==> src/rtl/ab_pkg.sv <==
// Shared types for the a/b pair decoder.
//   ab_state_e : occupancy of the two-entry result buffer (EMPTY, ONE, TWO)
//   ab_res_t   : one decode result {res_bit, hold}
//   DEC_ONE / DEC_ZERO : results of the two decisive decode branches
package ab_pkg;

    typedef enum logic [1:0] {
        S_EMPTY = 2'd0,
        S_ONE   = 2'd1,
        S_TWO   = 2'd2
    } ab_state_e;

    typedef struct packed {
        logic res_bit;
        logic hold;
    } ab_res_t;

    localparam int RES_W = $bits(ab_res_t);

    localparam ab_res_t DEC_ONE  = '{res_bit: 1'b1, hold: 1'b0};
    localparam ab_res_t DEC_ZERO = '{res_bit: 1'b0, hold: 1'b0};

endpackage

==> src/rtl/ab_skid_buf.sv <==
// Two-entry skid buffer with a generic payload.
// The output comes only from flops. in_ready is registered and low during reset.
// Ports:
//   clk, rst_n           clock, asynchronous active-low reset
//   in_valid / in_ready  upstream handshake; in_ready is low while both entries are full
//   in_data  [DATA_W]    payload captured on accept
//   out_valid/out_ready  downstream handshake; the head holds steady until it is popped
//   out_data [DATA_W]    head entry
module ab_skid_buf
    import ab_pkg::*;
#(
    parameter int DATA_W = 2
) (
    input  logic              clk,
    input  logic              rst_n,
    input  logic              in_valid,
    output logic              in_ready,
    input  logic [DATA_W-1:0] in_data,
    output logic              out_valid,
    input  logic              out_ready,
    output logic [DATA_W-1:0] out_data
);

    ab_state_e         state_q, state_d;
    logic              in_ready_q;
    logic              push, pop;
    logic              head_we, head_from_skid, skid_we;
    logic [DATA_W-1:0] head_q, skid_q;

    assign push     = in_valid & in_ready_q;
    assign pop      = (state_q != S_EMPTY) & out_ready;
    assign in_ready = in_ready_q;
    assign out_data = head_q;

    // State register. in_ready follows the next state, so it stays a flop output.
    always_ff @(posedge clk or negedge rst_n) begin
        if (!rst_n) begin
            state_q    <= S_EMPTY;
            in_ready_q <= 1'b0;
        end else begin
            state_q    <= state_d;
            in_ready_q <= (state_d != S_TWO);
        end
    end

    // Next-state logic
    always_comb begin
        state_d = state_q;
        case (state_q)
            S_EMPTY: if (push)          state_d = S_ONE;
            S_ONE: begin
                if (push && !pop)       state_d = S_TWO;
                else if (pop && !push)  state_d = S_EMPTY;
            end
            S_TWO:   if (pop)           state_d = S_ONE;
            default:                    state_d = S_EMPTY;
        endcase
    end

    // Output and data-steering logic.
    // When an accept and a pop happen together in S_ONE, the new item goes straight to the head.
    always_comb begin
        out_valid      = (state_q != S_EMPTY);
        head_we        = 1'b0;
        head_from_skid = 1'b0;
        skid_we        = 1'b0;
        case (state_q)
            S_EMPTY: head_we = push;
            S_ONE: begin
                head_we = push & pop;
                skid_we = push & ~pop;
            end
            S_TWO: begin
                head_we        = pop;
                head_from_skid = 1'b1;
            end
            default: ;
        endcase
    end

    // Entry storage
    always_ff @(posedge clk or negedge rst_n) begin
        if (!rst_n) begin
            head_q <= '0;
            skid_q <= '0;
        end else begin
            if (head_we) head_q <= head_from_skid ? skid_q : in_data;
            if (skid_we) skid_q <= in_data;
        end
    end

endmodule

==> src/rtl/ab_pair_decoder.sv <==
// Registered decode stage for 2-bit operand pairs {a,b}.
// Decode priority:
//   1. a[0]&b[0] gives 1.
//   2. Otherwise, a[1]|b[1] gives 0.
//   3. Otherwise, the decode is a hold: it reuses the last decisive result kept in hold_reg.
// Results pass through a two-entry skid buffer, so no combinational path runs from in_* to out_*.
// Optional build macro AB_HOLD_CNT_EN adds a saturating counter of accepted hold decodes.
// Without the macro, hold_cnt is tied to 0.
// Ports:
//   clk, rst_n                      clock, asynchronous active-low reset
//   in_valid, in_ready, in_a, in_b  upstream operand pair handshake
//   out_valid, out_ready            downstream result handshake
//   out_bit, out_hold               decoded result; out_hold marks a hold-path result
//   hold_cnt [CNT_W]                accepted hold decodes, saturating
module ab_pair_decoder
    import ab_pkg::*;
#(
    parameter int   CNT_W     = 8,
    parameter logic HOLD_INIT = 1'b0
) (
    input  logic             clk,
    input  logic             rst_n,
    input  logic             in_valid,
    output logic             in_ready,
    input  logic [1:0]       in_a,
    input  logic [1:0]       in_b,
    output logic             out_valid,
    input  logic             out_ready,
    output logic             out_bit,
    output logic             out_hold,
    output logic [CNT_W-1:0] hold_cnt
);

    logic    accept_p0;
    ab_res_t dec_p0;
    ab_res_t res_p1;
    logic    hold_reg;

    assign accept_p0 = in_valid & in_ready;

    // Stage p0: decode the incoming pair
    always_comb begin
        dec_p0 = '{res_bit: hold_reg, hold: 1'b1};
        if (in_a[0] & in_b[0])      dec_p0 = DEC_ONE;
        else if (in_a[1] | in_b[1]) dec_p0 = DEC_ZERO;
    end

    // The hold register remembers only decisive results.
    always_ff @(posedge clk or negedge rst_n) begin
        if (!rst_n)                         hold_reg <= HOLD_INIT;
        else if (accept_p0 && !dec_p0.hold) hold_reg <= dec_p0.res_bit;
    end

`ifdef AB_HOLD_CNT_EN
    function automatic logic [CNT_W-1:0] sat_inc(input logic [CNT_W-1:0] v);
        return (&v) ? v : v + {{(CNT_W-1){1'b0}}, 1'b1};
    endfunction

    logic [CNT_W-1:0] hold_cnt_q;

    always_ff @(posedge clk or negedge rst_n) begin
        if (!rst_n)                        hold_cnt_q <= '0;
        else if (accept_p0 && dec_p0.hold) hold_cnt_q <= sat_inc(hold_cnt_q);
    end

    assign hold_cnt = hold_cnt_q;
`else
    assign hold_cnt = '0;
`endif

    // Stage p1: result buffer
    ab_skid_buf #(
        .DATA_W(RES_W)
    ) u_skid (
        .clk      (clk),
        .rst_n    (rst_n),
        .in_valid (in_valid),
        .in_ready (in_ready),
        .in_data  (dec_p0),
        .out_valid(out_valid),
        .out_ready(out_ready),
        .out_data (res_p1)
    );

    assign out_bit  = res_p1.res_bit;
    assign out_hold = res_p1.hold;

endmodule

==> config.mk <==
export PLATFORM = sky130hd
export DESIGN_NAME = ab_pair_decoder
export DESIGN_NICKNAME = d
export VERILOG_FILES = /design/src/rtl/ab_pkg.sv /design/src/rtl/ab_skid_buf.sv /design/src/rtl/ab_pair_decoder.sv
export SDC_FILE = /design/constraint.sdc
export NUM_CORES = 1
export LEC_CHECK = 0
export CORE_AREA = 3 3 40 42
export DETAILED_ROUTE_END_ITERATION = 10
export DIE_AREA = 0 0 43 45
export PLACE_DENSITY = 0.69
export SYNTH_ARGS = -nofsm -noshare
export SYNTH_HDL_FRONTEND = slang
export SYNTH_SLANG_ARGS = --single-unit
==> constraint.sdc <==
create_clock -name clk -period 2.1 [get_ports clk]
set_clock_uncertainty 0.05 [all_clocks]
set_input_delay 0.525 -clock clk [delete_from_list [all_inputs] [get_ports clk]]
set_output_delay 0.525 -clock clk [all_outputs]
set_load 0.005 [all_outputs]
# ---- Yosys cells after proc, flatten, opt, wreduce, memory -nomap -nowiden
# Index checks and enable logic that the tools add are counted.
dict set report classes {
  eq_ne 3
  mux 11
  bitwise 7
  n_reduce_logical 8
}
# operator n
set op_table {}
lappend op_table {{2-bit 2-to-1 mux} 7}
lappend op_table {{2-bit case mux with 3 select lines} 1}
lappend op_table {{1-bit bitwise AND} 5}
lappend op_table {{1-bit logical AND} 3}
lappend op_table {{1-bit logical NOT} 3}
lappend op_table {{1-bit case mux with 3 select lines} 1}
lappend op_table {{2-bit by 1-bit == test with 1-bit output, second input constant} 1}
lappend op_table {{2-bit == test, second input constant} 1}
lappend op_table {{2-bit logical NOT} 1}
lappend op_table {{1-bit 2-to-1 mux} 2}
lappend op_table {{2-bit != test, second input constant} 1}
lappend op_table {{2-bit nonzero test} 1}
lappend op_table {{1-bit inverter} 1}
lappend op_table {{1-bit bitwise OR} 1}
dict set report totals {
  regBits 8
  input_bits 8
  output_inout_bits 12
  wordCells 34
}

# ---- Longest topological paths before layout
dict set report depth {
  word_depth 7
  ltp_mapped 3
  depth_no_buf 3
}

# ---- Modules after synthesis
# A second synthesis with hierarchy kept.
dict set report hier_totals {
  hier_cells 44
  area_unflattened_um2 480.5
}
# module n_inst cells_each area_per_inst_um2 seq_area_each_um2
set modules_own_cells {}
lappend modules_own_cells {ab_skid_buf 1 27 342.8 175.2}
lappend modules_own_cells {ab_pair_decoder 1 17 137.6 25.0}

# ---- Least setup slack after synthesis
# Ideal clock, no wire load.
dict set report synth_path {
  path_type {input to register}
  startpoint {in in_valid}
  endpoint {reg u_skid.head_q[1] (netlist: u_skid.out_data[1])}
  setup_time_ps 128
  t_arrival_ps 1248
  required_time_ps 1922
  slack_ps 674
  path_stages 3
  n_path_buf 0
  cell_sequence {nand2_1 -> o31ai_2 -> mux2_1}
}
dict set report synth_between {
  elab_chain_cells 3
}
# element line
set synth_lines {}
lappend synth_lines {{start: declaration} ab_pair_decoder.sv:23} ;# input logic in_valid,
lappend synth_lines {{1-bit bitwise AND *} ab_skid_buf.sv:30} ;# assign push = in_valid & in_ready_q;
lappend synth_lines {{1-bit bitwise AND} ab_skid_buf.sv:70} ;# head_we = push & pop;
lappend synth_lines {{1-bit case mux with 3 select lines *} ab_skid_buf.sv:67} ;# case (state_q)
lappend synth_lines {{end signal: assignment} ab_skid_buf.sv:87} ;# if (head_we) head_q <= head_from_skid ? skid_q : in_data;
lappend synth_lines {{end: declaration} ab_skid_buf.sv:28} ;# logic [DATA_W-1:0] head_q, skid_q;
# Mark *: on every way between the ends. The rest lies on a longest branch, timed or not.
# A chain may end at the register's enable or synchronous reset.

# ---- Worst setup path after layout
dict set report layout_path {
  startpoint {reg u_skid.state_q[1]}
  endpoint {out out_valid}
}
dict set report layout_between {
  elab_chain_cells 1
}
# element line
set layout_lines {}
lappend layout_lines {{start: declaration} ab_skid_buf.sv:24} ;# ab_state_e state_q, state_d;
lappend layout_lines {{start signal: assignment} ab_skid_buf.sv:41} ;# state_q <= state_d;
lappend layout_lines {{2-bit nonzero test} ab_skid_buf.sv:63} ;# out_valid = (state_q != S_EMPTY);
lappend layout_lines {{end: declaration} ab_pair_decoder.sv:27} ;# output logic out_valid,
# Every way passes these cells.

==> results.cfg <==
[setup_path]
path_max_fanout = 8
worst-setup-path-type = flip-flop to output port
endpoint_kind = output port
crit_required_ns = 1.52
cp_slowest_cell = dfrtp_1
crit_chain = or2_1, clkdlybuf4s50_1
critical_path.max_stage_delay_ns = 0.45
worst_setup_path_start_kind = flip-flop
arrival_ns = 1.38

[sta]
fmax_ghz = 0.511
period_needed_ns = 1.96
finalMaxSlewViolations = 0
finalSetupTns_ns = 0
rsz0062_at_grt = false
period_share_pct = 93.3
hold_viol_final = 0
setup_viol = 0

[clock_tree]
clk_pin_slew_worst_paths_ns = 0.05
cts_tree = yes
clock_sinks = 8
htree_levels = 1
cts_root_buf = clkbuf_4
post_cts_resized = 0
clk_latency_ns = 0.24
cts_setup_buffers = 0
cts_hold_buf = 0
ctsLongestPathBuffers = 2
cts_made_buffers = 3

[synthesis]
ys_types = 24
synth_top_family_by_area = simple AND/OR/NAND/NOR gates
synth-simple-area-share_pct = 16.4
synth_xor_area_share_pct = 0
synth_fa_ha_area_share_pct = 0
synth_compound_area_share_pct = 14.8
syn_area_um2 = 480
yosysSeqAreaShare_pct = 41.7
synth-seq-cells = 8
synth_cells = 45
syn_avg_cell_area_um2 = 10.7
synthMuxAreaShare_pct = 13.8
yosys_warnings = 0
ys.flop_type = dfrtp_1
synth_edf_count = 0
async_flop_share_pct = 100

[run_status]
status = finished clean

[layout]
fin_util_pct = 47.1
diodes = 0
final_common_cell = clkdlybuf4s50_1
final_cell_mix = 11 x clkdlybuf4s50_1, 8 x conb_1, 8 x dfrtp_1
layout-drive-gt1-share_pct = 18.6
area.growth.synth_to_final_pct = 26.0
num-nets-final = 69

[grt]
grt_remaining_overflow = 0
grt_busiest_layer = met2
grt_pass1_wl_um = 1470
grt_start_max_net_pins = 9
use_met2_pct = 14.7
track_usage_pct = 10.4
grt_pass1_vias = 333
grt.met3_usage_pct = 2.39
grt_antenna_before_repair = 0
grt_use_met1_pct = 14.1

[placed_design]
dp_hpwl_um = 676
port_buffers = 11
gp_congestion = 0.716

[routing]
first_pass_iters = 4
vias = 350
wl_per_cell_um = 11.9
ant_nets = 0
wirelength_um = 877
drc = 0
drt_iter0_markers = 3
via_per_inst = 4.73

[floorplan]
dieArea_mm2 = 0.00194
rows = 13
start_util_pct = 37.4
die_y_um = 45
io_pins = 20
dieWidth_um = 43
core_area_mm2 = 0.00128

[power]
p_leak_nw = 0.270
power-per-cell-area_mw_per_mm2 = 989
peakVddDrop_v = 0.000371

[hold_path]
hp-class = flip-flop to flip-flop

[job]
maxCapViolCount = 0
## cell type report
type                       count  area (um2)
fill                         128         679
clock buffer                   3        22.5
tap                           15        18.8
timing repair buffer          12         118
multi-input combinational     36         246
sequential                     8         200
## power breakdown
part / switching [mW] / leakage (nW) / total (mW) / internal [mW]
registers: 0.0420 / 0.0979 / 0.252 / 0.209
logic: 0.0818 / 0.158 / 0.232 / 0.150
clock network: 0.0504 / 0.0138 / 0.116 / 0.0653
total: 0.174 / 0.270 / 0.599 / 0.425
## cells by family after synthesis
| kind of cell | count (synthesis) |
|---|---|
| muxes | 5 |
| other | 1 |
| buffers and inverters | 8 |
| and+or+nand+nor | 12 |
| DFF | 8 |
| AOI/OAI and AO/OA | 11 |
## path summary, 6_finish.rpt
path | start | end | slack, ns | cells past startpoint
setup / recovery | u_skid.state_q[1] | out_valid | 0.14 | 2
hold / removal | hold_reg | hold_reg | 0.44 | 2
setup reg to reg | u_skid.state_q[0] | u_skid.out_data[0] | 0.68 | 3
hold reg to reg | hold_reg | hold_reg | 0.44 | 2
max in group asynchronous | rst_n | u_skid.in_ready | 1.23 | 1
min in group asynchronous | rst_n | u_skid.out_data[1] | 0.50 | 1
## cells in the mapped netlist (2+ instances only)
cell type	n	area share, %
nand2_1	3	2.3
buf_4	8	13
dfrtp_1	8	42
a21oi_1	3	3.1
mux2_4	3	9.4
a31oi_1	2	2.6
## critical path, delay by kind of cell (launching register included)
| family | cells | cell delay [ns] |
|---|---|---|
| buf+inv | 1 | 0.44 |
| flops | 1 | 0.45 |
| simple gates | 1 | 0.25 |
## stage by stage
stage	power, mW	hold slack [ns]	cells	area [um2]	setup WS, ns
finish	0.599	0.440	74	606	0.141
floorplan	0.389	0.179	52	507	0.674
global placement	0.484	0.423	71	583	0.121
global route	0.643	0.474	74	606	0.0800
CTS	0.608	0.447	74	606	0.125
detailed placement	0.486	0.435	71	583	0.0890
## per-layer routing
layer	up-vias	routed length, um
met5	-	0
met4	0	0
met3	0	63
met2	13	421
met1	161	391
li1	176	-
Note: power is estimated with default switching activity, not from simulation.
